File: config.mk
export PLATFORM = sky130hd
export DESIGN_NAME = excite_scheduler
export DESIGN_NICKNAME = d
export VERILOG_FILES = /design/src/rtl/excite_scheduler_pkg.sv /design/src/rtl/excite_scheduler_seq_timer.sv /design/src/rtl/excite_scheduler.sv
export SDC_FILE = /design/constraint.sdc
export NUM_CORES = 1
export LEC_CHECK = 0
export ABC_AREA = 1
export BUFFER_PORTS_ARGS = -buffer_cell sky130_fd_sc_hd__buf_2
export CAP_MARGIN = 20
export CORE_AREA = 4 4 177 179
export DETAILED_ROUTE_END_ITERATION = 6
export DIE_AREA = 0 0 181 183
export PLACE_DENSITY = 0.53
export SLEW_MARGIN = 30
export SYNTH_ARGS = -nofsm -noshare
export SYNTH_HDL_FRONTEND = slang
export SYNTH_SLANG_ARGS = --single-unit
export TNS_END_PERCENT = 1
File: constraint.sdc
create_clock -name i_clk -period 2.6 [get_ports i_clk]
set_clock_uncertainty 0.2 [all_clocks]
set_input_delay 0.13 -clock i_clk [delete_from_list [all_inputs] [get_ports i_clk]]
set_output_delay 0.13 -clock i_clk [all_outputs]
set_load 0.03 [all_outputs]
File: src/rtl/excite_scheduler_pkg.sv
// rtl/excite_scheduler_pkg.sv - shared state encoding and default sizes for the excitation scheduler
package excite_scheduler_pkg;

   localparam int CH_NUM_DEF = 8;
   localparam int CNT_W_DEF  = 16;
   localparam int PHASE_W    = 12;

   typedef enum logic [2:0] {
      S_IDLE   = 3'd0,
      S_LOAD   = 3'd1,
      S_FIRE   = 3'd2,
      S_LISTEN = 3'd3,
      S_NEXT   = 3'd4,
      S_DONE   = 3'd5
   } state_t;

endpackage

File: src/rtl/excite_scheduler_seq_timer.sv
// rtl/excite_scheduler_seq_timer.sv - loadable down-counter timing the FIRE and LISTEN windows
module seq_timer #(
   parameter int CNT_W = 16
) (
   input  logic             i_clk,
   input  logic             i_rst_n,
   input  logic             i_load,
   input  logic [CNT_W-1:0] i_load_val,
   input  logic             i_dec,
   output logic             o_tc
);

   logic [CNT_W-1:0] r_cnt;

   // Load wins over decrement so a window can be re-armed in its own final cycle.
   always_ff @(posedge i_clk or negedge i_rst_n) begin
      if (!i_rst_n) begin
         r_cnt <= '0;
      end else if (i_load) begin
         r_cnt <= i_load_val;
      end else if (i_dec && (r_cnt != '0)) begin
         r_cnt <= r_cnt - 1'b1;
      end
   end

   assign o_tc = (r_cnt == CNT_W'(1));

endmodule

File: src/rtl/excite_scheduler.sv
// rtl/excite_scheduler.sv - per-channel transducer burst/listen frame sequencer driving a DDS
module excite_scheduler
   import excite_scheduler_pkg::*;
#(
   parameter int CH_NUM = CH_NUM_DEF,
   parameter int CNT_W  = CNT_W_DEF,
   localparam int SEL_W = $clog2(CH_NUM)
) (
   input  logic               i_clk,
   input  logic               i_rst_n,
   input  logic               i_start,
   input  logic               i_abort,
   input  logic [31:0]        i_cfg_fword,
   input  logic [PHASE_W-1:0] i_cfg_pstep,
   input  logic [CNT_W-1:0]   i_cfg_burst,
   input  logic [CNT_W-1:0]   i_cfg_listen,
   input  logic [CH_NUM-1:0]  i_cfg_chmask,
   output logic               o_dds_en,
   output logic [31:0]        o_dds_fword,
   output logic [PHASE_W-1:0] o_dds_pword,
   output logic [SEL_W-1:0]   o_ch_sel,
   output logic               o_rx_gate,
   output logic               o_busy,
   output logic               o_done
);

   state_t             r_state;
   state_t             w_next;
   logic [31:0]        r_fword;
   logic [PHASE_W-1:0] r_pstep;
   logic [CNT_W-1:0]   r_burst;
   logic [CNT_W-1:0]   r_listen;
   logic [CH_NUM-1:0]  r_mask;
   logic [SEL_W-1:0]   r_ch_sel;
   logic [PHASE_W-1:0] r_phase;
   logic               w_tc;
   logic               w_tmr_load;
   logic [CNT_W-1:0]   w_tmr_val;
   logic               w_tmr_dec;
   logic               w_frame_start;

   assign w_frame_start = (r_state == S_IDLE) && (w_next == S_LOAD);

   always_comb begin
      w_next = r_state;
      case (r_state)
         S_IDLE:   if (i_start && !i_abort) w_next = S_LOAD;
         S_LOAD: begin
            if (!r_mask[r_ch_sel])     w_next = S_NEXT;
            else if (r_burst != '0)    w_next = S_FIRE;
            else if (r_listen != '0)   w_next = S_LISTEN;
            else                       w_next = S_NEXT;
         end
         S_FIRE:   if (w_tc) w_next = (r_listen != '0) ? S_LISTEN : S_NEXT;
         S_LISTEN: if (w_tc) w_next = S_NEXT;
         S_NEXT:   w_next = (r_ch_sel == SEL_W'(CH_NUM - 1)) ? S_DONE : S_LOAD;
         S_DONE:   w_next = S_IDLE;
         default:  w_next = S_IDLE;
      endcase
      if (i_abort && (r_state != S_IDLE)) w_next = S_IDLE;
   end

   // Arm the timer on entry to either timed window.
   always_comb begin
      w_tmr_load = 1'b0;
      w_tmr_val  = r_listen;
      if ((w_next == S_FIRE) && (r_state != S_FIRE)) begin
         w_tmr_load = 1'b1;
         w_tmr_val  = r_burst;
      end else if ((w_next == S_LISTEN) && (r_state != S_LISTEN)) begin
         w_tmr_load = 1'b1;
      end
   end

   assign w_tmr_dec = (r_state == S_FIRE) || (r_state == S_LISTEN);

   seq_timer #(.CNT_W(CNT_W)) u_seq_timer (
      .i_clk      (i_clk),
      .i_rst_n    (i_rst_n),
      .i_load     (w_tmr_load),
      .i_load_val (w_tmr_val),
      .i_dec      (w_tmr_dec),
      .o_tc       (w_tc)
   );

   always_ff @(posedge i_clk or negedge i_rst_n) begin
      if (!i_rst_n) begin
         r_state     <= S_IDLE;
         r_fword     <= '0;
         r_pstep     <= '0;
         r_burst     <= '0;
         r_listen    <= '0;
         r_mask      <= '0;
         r_ch_sel    <= '0;
         r_phase     <= '0;
         o_dds_en    <= 1'b0;
         o_rx_gate   <= 1'b0;
         o_busy      <= 1'b0;
         o_done      <= 1'b0;
         o_dds_fword <= '0;
      end else begin
         r_state <= w_next;
         if (w_frame_start) begin
            r_fword  <= i_cfg_fword;
            r_pstep  <= i_cfg_pstep;
            r_burst  <= i_cfg_burst;
            r_listen <= i_cfg_listen;
            r_mask   <= i_cfg_chmask;
            r_ch_sel <= '0;
            r_phase  <= '0;
         end else if ((r_state == S_NEXT) && (w_next == S_LOAD)) begin
            r_ch_sel <= r_ch_sel + 1'b1;
            r_phase  <= r_phase + r_pstep;
         end else if (w_next == S_IDLE) begin
            r_ch_sel <= '0;
            r_phase  <= '0;
         end
         // Outputs are decoded from the next state so they line up with the state they describe.
         o_dds_en    <= (w_next == S_FIRE);
         o_rx_gate   <= (w_next == S_LISTEN);
         o_busy      <= (w_next != S_IDLE);
         o_done      <= (w_next == S_DONE);
         o_dds_fword <= (w_next == S_IDLE) ? '0 : (w_frame_start ? i_cfg_fword : r_fword);
      end
   end

   assign o_ch_sel    = r_ch_sel;
   assign o_dds_pword = r_phase;

endmodule

== Word-level counts from Yosys, hierarchy flattened ==
Cells that the tools add are included.
Word-level totals
  bits in registers: 154
  bits of input ports: 88
  logic and storage cells: 72
Operators by class
  add/subtract/negate cells: 3
  magnitude comparators: 1
  equal/unequal tests: 12
  muxes and demuxes: 24
  reductions and logical operators: 18
Operators with widths (count)
  $mux 32: 2
  $mux 16: 3
  $reduce_bool 16->1: 3
  $mux 12: 3
  $mux 3: 11
  $eq 16x1->1 const B: 1
  $sub 16x1->16 const B: 1
  $pmux 3 s5: 1
  $add 12x12->12: 1
  $eq 3x2->1 const B: 4
  $eq 3x3->1 const B: 3
  $reduce_bool 3->1: 3
  $logic_and 1x1->1: 7
  $eq 3x1->1 const B: 2
  $logic_not 3->1: 2
  $ne 3x2->1 const B: 2
  $lt 3x4->1 const B: 1
  $add 3x1->3 const B: 1
  $bmux 1 s3: 1
  $mux 1: 3
  $reduce_bool 2->1: 1
  $logic_not 1->1: 1
  $logic_or 1x1->1: 1

== Logic depth before layout (Yosys ltp) ==
Gate-level depths: netlist of the first run.
  depth after elaboration: 11
  depth in mapped cells: 16

== Hierarchy ==
From an unflattened synthesis of the first run, not the netlist that was laid out.
Unflattened totals
  cell total of the unflattened synthesis: 875
  area, all modules: 7793.7 um2
Modules (own cells, without submodules)
  excite_scheduler: instances 1, cells an instance 698, area an instance 6461.2 um2, seq. area each 3453.3 um2
  seq_timer: instances 1, cells an instance 177, area an instance 1332.5 um2, seq. area each 400.4 um2

== Least setup slack after synthesis of the first run ==
Ideal clock, no wire load.
  kind: flip-flop to flip-flop
  start: register r_phase[0] (netlist: o_dds_pword[0])
  end: register r_phase[10] (netlist: o_dds_pword[10])
  library setup time: 0.117 ns
  arrival time: 2.104 ns
  data required time: 2.283 ns
  setup slack: 0.179 ns
  cell stages (with the launch flop): 13
  period minus slack after synthesis: 2.421 ns
  cell sequence: dfrtp_1 > ha_1 > fa_1 > inv_1 > o31ai_1 > nand2_1 > nand3_1 > nand2_1 > nand2_1 > a21oi_1 > or2_2 > nand3_1 > nand2_1
Between the ends
  cells in the longest elaborated chain, start to end: 3
Ends and longest elaborated chain
  from (decl): line excite_scheduler.sv:35  | logic [PHASE_W-1:0] r_phase;
  from (signal assigned): line excite_scheduler.sv:113  | r_phase <= r_phase + r_pstep;
  $add 12x12->12: line excite_scheduler.sv:113
  $mux 12: line excite_scheduler.sv:111  | end else if ((r_state == S_NEXT) && (w_next == S_LOAD)) begin
  $mux 12: line excite_scheduler.sv:103  | if (w_frame_start) begin
Every way passes these cells.
A chain may end at the register's enable or synchronous reset.

== Worst setup path after layout of the first run ==
Same ends and word-level chain as after synthesis.

==> impl_metrics.toml, run 1 <==
[power_and_ir_drop]
p_switching_mw = 4.64
power_mw = 11.9
p_sw_frac = 0.391
vdd_drop_max_v = 0.000554
pwr-share-comb = 0.432
powerDensity_nw_per_um2 = 1180
internal_power_mw = 7.22
p_seq_frac = 0.343
clkPwrFrac = 0.225
leakagePower_nw = 5.04

[global_route]
gr-total-overflow = 0
grt_use_met2 = 0.208
grt_max_degree = 59
antenna_found_initial = 0
gr-usage-met1 = 0.156
gr-usage-met3 = 0.0280
grt_pass1_wl_um = 32600
busiest_layer = "met2"
grt_pass1_vias = 6211
grt_use_total = 0.122

[floorplanning]
design.die.area_um2 = 33100
die_width_um = 181
ios = 139
die-height_um = 183
num_rows = 63
floorplan.initialDensity = 0.250
core_um2 = 29600

[placement]
dp_slack_ps = 129
hpwl_um = 14300
port_buffers = 138
place.gp.congestion = 0.848

[timing]
worstMarginPinSlew_ps = 598
holdWs_ps = 81.2
min_period_over_period = 0.922
fin_crit_ps = 2400
slew_violations = 0
rsz0062_at_grt = "true"
slew_headroom = 0.602
setup_viol = 0
fin_ws_ps = 202
fmax_ghz = 0.417
final_hold_viol_count = 0

[cts]
clk_path_buf_depth = 2
cts-root-buf = "clkbuf_16"
numCtsBuffers = 17
cts_tree = "done"
htreeDepth = 4
cts_sinks = 154
clk_pin_slew_ps = 70
clock_latency_ps = 410

[worst_setup_path]
critPathLaunchType = "register"
path_max_fanout = 4
worstPathRequired_ps = 2700
path_class = "register to register"
crit_path_end_kind = "register"
worstPathArrival_ps = 2500

[detailed_routing]
drt_iter0_markers = 213
drc = 0
first_pass_iters = 4
via_per_inst = 4.22
drt-wirelength-per-cell_um = 14.4
routed_wl_um = 19800
vias = 5814
antenna_left = 0

[final_layout]
area_growth_syn_to_layout_pct = 36.5
nets = 1079
fin_util = 0.341
drive_gt1_frac = 0.318
final_cell_mix = "154 x dfrtp_1, 145 x nand2_1, 137 x buf_2, 85 x dlygate4sd3_1, 83 x mux2_2"
final_common_cell = "dfrtp_1"
antenna_cells = 0

[yosys]
yosysUniqueCellTypes = 40
syn-num-nets = 840
seq_area_frac_synth = 0.522
ys_warn_count = 0
yosys_register_bits = 154
syn_avg_cell_area_um2 = 10.0
synth_cells = 736
netlist_area_um2 = 7380

[min_path]
hold_class = "input port to asynchronous set/reset pin"

[run_status]
status = "finished clean"

[job]
cap_violations = 0
==> Yosys cell counts <==
| library cell | count | area (µm²) |
|---|---|---|
| dfrtp_1 | 154 | 3850 |
| nand2_1 | 146 | 548 |
| mux2_2 | 83 | 935 |
| inv_1 | 78 | 293 |
| nor2_1 | 54 | 203 |
| nand3_1 | 52 | 260 |
| nand4_1 | 20 | 125 |
| a21oi_1 | 19 | 95.1 |
| ha_1 | 15 | 188 |
| nor2_2 | 13 | 81.3 |
| buf_2 | 12 | 60.1 |
| o21ai_0 | 12 | 60.1 |
| o21ai_1 | 9 | 45.0 |
| xor2_1 | 9 | 78.8 |
| o211ai_1 | 8 | 60.1 |
| inv_2 | 6 | 22.5 |
| xnor2_1 | 5 | 43.8 |
| clkbuf_1 | 4 | 15.0 |
| buf_4 | 3 | 22.5 |
| buf_6 | 3 | 33.8 |
| nand3_4 | 3 | 52.6 |
| nor2_4 | 3 | 33.8 |
| buf_12 | 2 | 40.0 |
| nand2_2 | 2 | 12.5 |
| nand2_4 | 2 | 22.5 |
| nand3b_1 | 2 | 15.0 |
| nand4_4 | 2 | 42.5 |
| nor3_1 | 2 | 10.0 |
| o21bai_1 | 2 | 15.0 |
| a21oi_2 | 1 | 8.76 |
| clkinv_1 | 1 | 3.75 |
| clkinv_4 | 1 | 8.76 |
| fa_1 | 1 | 20.0 |
| inv_4 | 1 | 6.26 |
| nand2_8 | 1 | 20.0 |
| nand3_2 | 1 | 10.0 |
| nor4_1 | 1 | 6.26 |
| nor4_2 | 1 | 12.5 |
| o31ai_1 | 1 | 7.51 |
| or2_2 | 1 | 6.26 |
==> critical path, stage by stage, from the launching register on <==
cell and delay [ps]:
dfrtp_1 370, ha_1 270, fa_1 250, inv_1 50
o31ai_1 350, nand2_1 100, nand3_1 100, nand2_1 80
nand2_1 70, a21oi_1 70, or2_2 270, nand3_1 70
nand2_1 50
==> area by class of cell <==
| cell class | count | area, µm² |
|---|---|---|
| Multi-Input combinational cell | 471 | 3030 |
| Clock inverter | 14 | 193 |
| Tap cell | 390 | 488 |
| Sequential cell | 154 | 3850 |
| Timing Repair Buffer | 244 | 1730 |
| Fill cell | 3081 | 19500 |
| Inverter | 87 | 338 |
| Clock buffer | 18 | 439 |
==> worst paths after layout <==
check	startpoint	end	slack [ps]	cells past startpoint
setup / recovery	o_dds_pword[0]	o_dds_pword[10]	200	12
hold / removal	i_rst_n	o_dds_pword[4]	80	2
setup reg to reg	o_dds_pword[0]	o_dds_pword[10]	200	12
hold reg to reg	r_fword[29]	r_fword[29]	290	1
max in group asynchronous	i_rst_n	r_burst[11]	1340	3
min in group i_clk	i_abort	o_dds_en	170	6
==> registers in the layout (all words and copies together), names as in the netlist <==
signal / count
r_pstep: 12
r_burst: 16
o_dds_fword: 32
o_dds_pword: 12
u_seq_timer.r_cnt: 16
o_done: 1
o_ch_sel: 3
o_dds_en: 1
r_fword: 32
r_listen: 16
o_busy: 1
r_state: 3
o_rx_gate: 1
r_mask: 8
==> stage by stage <==
step	instances	setup TNS [ps]	instance area [µm²]
2_1_floorplan	736	0	7380
3_3_place_gp	1260	0	8560
3_5_place_dp	1260	0	8560
4_1_cts	1377	0	10000
5_1_grt	1378	-2.73	10100
6_report	1378	0	10100
==> cells by family (layout without fill, tap and decap cells) <==
logic type                 count (synthesis)  after routing  synth area share
adders and majority gates                 16             16            0.0282
AOI/OAI and AO/OA                         52             52            0.0395
DFF                                      154            154             0.522
and+or+nand+nor                          306            306             0.198
xor gates and xnor gates                  14             14            0.0166
muxes                                     83             83             0.127
buffers and inverters                    111            363            0.0685
==> power groups by stage <==
stage,combinational [mW],clock [mW],sequential [mW]
4_1_cts,5.19,2.75,4.07
6_report,5.13,2.67,4.06
5_1_grt,5.76,2.86,4.17
2_1_floorplan,3.61,0,4.25
3_5_place_dp,5.09,0,4.10
3_3_place_gp,5.00,0,4.09
==> layer usage <==
metal | part of all wire | wire (µm)
met1 | 0.45 | 8940
met2 | 0.49 | 9780
met3 | 0.043 | 849
met4 | 0.011 | 223
met5 | 0 | 0
==> repair_timing <==
action                                  in CTS  in global routing
endpoints found under the hold margin      222                  0
setup buffers                                0                  1
hold buffers                                85                  0
resized for setup                            0                  1
endpoints found under the setup margin       0                 15
(Power assumes the default switching activity.)
==> inputs of run 2 (changes only) <==
--- a/config.mk
+++ b/config.mk
@@ -11,7 +11,6 @@
 export CORE_AREA = 4 4 177 179
 export DETAILED_ROUTE_END_ITERATION = 6
 export DIE_AREA = 0 0 181 183
-export PLACE_DENSITY = 0.53
 export SLEW_MARGIN = 30
 export SYNTH_ARGS = -nofsm -noshare
 export SYNTH_HDL_FRONTEND = slang
==> run 2 against run 1 <==
  * Final area hardly changed
  * Sequential power about the same
  * Count of clock-buffer cells in the layout is the same
  * Register-to-register slack hardly changed
  * Largest cell class unchanged
==> impl_metrics.toml, run 2 (synthesis results as in run 1) <==
[run_status]
status = "finished clean"

[final_layout]
stdcell_area_um2 = 10100
final_common_cell = "dfrtp_1"
final_cell_mix = "154 x dfrtp_1, 145 x nand2_1, 137 x buf_2, 85 x dlygate4sd3_1, 83 x mux2_2"
nets = 1076
layout.cells.non_filler = 1376
area_growth_syn_to_layout_pct = 36.6
fin_util = 0.341
drive_gt1_frac = 0.317
reg_top3 = "o_dds_fword x32, r_fword x32"
fillCellCount = 2959

[timing]
rsz0062_at_grt = "false"
worstMarginPinSlew_ps = 594
slew_violations = 0
final_hold_viol_count = 0
min_period_over_period = 0.926
slew_headroom = 0.601
fin_ws_ps = 191
fin_crit_ps = 2410
fmax_ghz = 0.415
setup_viol = 0
fin_tns_setup_ps = 0
holdWs_ps = 13.0

[global_route]
gr-usage-met3 = 0.0325
antenna_found_initial = 2
grt_pass1_wl_um = 32100
grt_use_total = 0.120
gr-total-overflow = 0
busiest_layer = "met2"
grt_pass1_vias = 6256
gr-usage-met1 = 0.148
grt_max_degree = 62
grt_use_met2 = 0.201

[floorplanning]
core_um2 = 29600
floorplan.initialDensity = 0.250
design.die.area_um2 = 33100
num_rows = 63
die_width_um = 181
ios = 139
die-height_um = 183

[detailed_routing]
antenna_left = 0
drt_iter0_markers = 250
first_pass_iters = 4
via_per_inst = 4.30
drt-wirelength-per-cell_um = 14.4
routed_wl_um = 19800
vias = 5916
drc = 0

[cts]
clk_pin_slew_ps = 70
cts-root-buf = "clkbuf_16"
cts_tree = "done"
htreeDepth = 4
clock_latency_ps = 430
cts_sinks = 154
clk_path_buf_depth = 2
numCtsBuffers = 17

[worst_setup_path]
worstPathArrival_ps = 2520
path_cells = "inv_1, nand2_1, nand3_1, nand3_1, nand2_1, nand3_1, nand2_4, nand4_4, nand3_4, clkinv_1, nand2_1, nand2_1"
ff2ff_path_depth = 12
path_max_fanout = 10
slowest_delay_ps = 490
crit_slowest_cell = "dfrtp_1"
ff2ff_setup_slack_ps = 190
r2r_start = "o_ch_sel[0]"
worstPathRequired_ps = 2710
path_class = "register to register"
crit_path_end_kind = "register"
r2r-end = "u_seq_timer.r_cnt[2]"
cpMostUsedCell = "nand2_1"
critPathLaunchType = "register"

[power_and_ir_drop]
powerDensity_nw_per_um2 = 1190
power_mw = 12.0
vdd_drop_max_v = 0.000525
leakagePower_nw = 5.03

[job]
cap_violations = 0

[placement]
postPlaceCellArea_um2 = 8550
hpwl_um = 13800
place.gp.congestion = 0.843
dp_slack_ps = 152
port_buffers = 138
place_inst = 1257

[min_path]
hold_class = "input port to asynchronous set/reset pin"
## run 2: cell count changes in the layout (fill, tap and decap cells not counted), sizes merged
cell,previous run,this run
inv,87,93
clkinv,9,4
buf,159,156
clkinvlp,1,0
diode,0,1
## run 2: area by class of cell
class | count | area [µm²] | area share
clock inverters | 14 | 205 | 0.0204
flip-flops and latches | 154 | 3850 | 0.382
diodes | 1 | 2.50 | 0.000248
well taps | 390 | 488 | 0.0484
multi-input cells | 471 | 3030 | 0.301
repair buffers | 241 | 1720 | 0.171
inverters | 87 | 334 | 0.0332
clock buffers | 18 | 439 | 0.0436
## run 2: power by group
part | internal, mW | switching [mW]
Clock | 1.66 | 1.06
Sequential | 3.44 | 0.643
Combinational | 2.15 | 3.00
Total | 7.25 | 4.70
## run 2: worst max-delay path by stage
stage	startpoint	to	slack, ps	depth (start not counted)
after CTS	o_ch_sel[0]	u_seq_timer.r_cnt[4]	130	13
final	o_ch_sel[0]	u_seq_timer.r_cnt[2]	190	12
after detailed placement	o_ch_sel[0]	u_seq_timer.r_cnt[11]	150	13
after global placement	o_ch_sel[0]	u_seq_timer.r_cnt[4]	210	13
after global routing	u_seq_timer.r_cnt[9]	o_dds_fword[18]	0.8	12
after floorplan	o_dds_pword[0]	o_dds_pword[10]	180	12
## run 2: timing repair
action | in CTS | in global routing
hold buffers | 85 | 0
gates resized for setup | 0 | 2
endpoints found under the setup margin | 0 | 8
endpoints found under the hold margin | 270 | 0
setup buffers | 0 | 1
## run 2: metal layers
layer  up-vias  part of all wire
met4         4             0.019
met5         -            0.0012
li1       2883                 -
met3        24             0.052
met1      2843              0.43
met2       162              0.49
## run 2: critical path: cells and delay by family, from the launching register on
kind	cells	cell delay, ps
buf+inv	2	400
flops	1	490
simple gates	10	1210
==> inputs of run 3 (changes only) <==
--- a/config.mk
+++ b/config.mk
@@ -11,6 +11,7 @@
 export CORE_AREA = 4 4 177 179
 export DETAILED_ROUTE_END_ITERATION = 6
 export DIE_AREA = 0 0 181 183
+export MAX_ROUTING_LAYER = met4
 export SLEW_MARGIN = 30
 export SYNTH_ARGS = -nofsm -noshare
 export SYNTH_HDL_FRONTEND = slang
==> run 3 against run 2 <==
  * Count of clock-buffer cells in the layout stayed put
  * Die area stayed put
  * Via count is the same
  * Sequential cell count is the same
  * Sequential share of layout area about the same
  * Clock power is essentially flat
  * Global-route usage up 0.37 points
  * Register-to-register slack about the same
  * Sequential power hardly changed
  * Critical path type unchanged
==> impl_metrics.toml, run 3 (synthesis results as in run 1) <==
[timing]
fin_tns_setup_ps = 0
slew_headroom = 0.602
min_period_over_period = 0.924
fin_crit_ps = 2400
rsz0062_at_grt = "false"
fmax_ghz = 0.416
slew_violations = 0
fin_ws_ps = 199
final_hold_viol_count = 0
worstMarginPinSlew_ps = 593
setup_viol = 0
holdWs_ps = 10.4

[worst_setup_path]
path_cells = "nor2_1, nand2_1, nor2_1, nand2_1, inv_1, nand2_1, nand2_1, nand2_1, nand4_1, nand2_1, nand3_4, buf_4, nand2_1, inv_1"
crit_slowest_cell = "dfrtp_1"
path_max_fanout = 33
worstPathRequired_ps = 2760
worstPathArrival_ps = 2560
slowest_delay_ps = 400
cpMostUsedCell = "nand2_1"
crit_path_end_kind = "register"
path_class = "register to register"
critPathLaunchType = "register"

[cts]
htreeDepth = 4
clock_latency_ps = 430
clk_path_buf_depth = 2
cts-root-buf = "clkbuf_16"
cts_tree = "done"
numCtsBuffers = 17
clk_pin_slew_ps = 70
cts_sinks = 154

[power_and_ir_drop]
vdd_drop_max_v = 0.000530
powerDensity_nw_per_um2 = 1190
leakagePower_nw = 5.03
power_mw = 12.0

[detailed_routing]
drc = 0
antenna_left = 0
first_pass_iters = 4
drt-wirelength-per-cell_um = 14.4
via_per_inst = 4.29
routed_wl_um = 19800
vias = 5916
drt_iter0_markers = 249

[global_route]
gr-total-overflow = 0
antenna_found_initial = 2
grt_use_total = 0.124
grt_pass1_wl_um = 32100
grt_pass1_vias = 6268
grt_max_degree = 62

[floorplanning]
ios = 139
die-height_um = 183
core_um2 = 29600
design.die.area_um2 = 33100
floorplan.initialDensity = 0.250
num_rows = 63
die_width_um = 181

[final_layout]
layout.cells.non_filler = 1378
final_common_cell = "dfrtp_1"
drive_gt1_frac = 0.318
reg_top3 = "o_dds_fword x32, r_fword x32"
final_cell_mix = "154 x dfrtp_1, 145 x nand2_1, 137 x buf_2, 85 x dlygate4sd3_1, 83 x mux2_2"
nets = 1076
area_growth_syn_to_layout_pct = 36.7

[placement]
place_inst = 1257
dp_slack_ps = 152
place.gp.congestion = 0.857
port_buffers = 138
hpwl_um = 13800

[run_status]
status = "finished clean"

[job]
cap_violations = 0

[min_path]
hold_class = "input port to asynchronous set/reset pin"
-- run 3: metal layers --
layer  GRT usage  vias up  part of all wire
met5           -        -                 0
met2       0.201      142              0.48
met1       0.153     2856              0.45
li1            -     2884                 -
met4      0.0504        0             0.026
met3      0.0260       34             0.039
-- run 3: worst paths after layout --
check | slack (ps) | cells after the start | startpoint | endpoint
setup / recovery | 200 | 14 | r_listen[6] | o_dds_fword[18]
hold / removal | 10 | 2 | i_rst_n | r_pstep[4]
setup reg to reg | 200 | 14 | r_listen[6] | o_dds_fword[18]
hold reg to reg | 290 | 1 | r_fword[24] | r_fword[24]
max in group asynchronous | 1440 | 3 | i_rst_n | o_dds_fword[14]
min in group i_clk | 100 | 6 | i_abort | o_dds_en
-- run 3: final cells by class --
cell class	count	area, µm²
diodes	3	7.51
inverters	87	338
fillers	2962	19500
repair buffers	241	1720
well taps	390	488
multi-input cells	471	3030
clock buffers	18	439
clock inverters	14	205
flip-flops and latches	154	3850
-- run 3: metrics by stage --
stage | util | cell area, µm²
after floorplan | - | 7380
after global placement | 0.289 | 8550
after detailed placement | 0.289 | 8550
after CTS | 0.340 | 10000
after global routing | 0.341 | 10100
final | 0.341 | 10100
-- run 3: critical path, delay by kind of cell, from the launching register on --
family / cells / cell delay, ps
buf+inv: 3 / 540
simple gates: 11 / 1210
flops: 1 / 400
-- run 3: power breakdown --
| part | internal [mW] | switching, mW |
|---|---|---|
| Sequential | 3.44 | 0.644 |
| Combinational | 2.15 | 3.01 |
| Clock | 1.66 | 1.08 |
-- run 3: what timing repair did --
action,4_1_cts,5_1_grt
buffers inserted,0,1
setup endpoints to repair,0,9
endpoints found under the hold margin,270,0
hold buffers,85,0
resized for setup,0,3
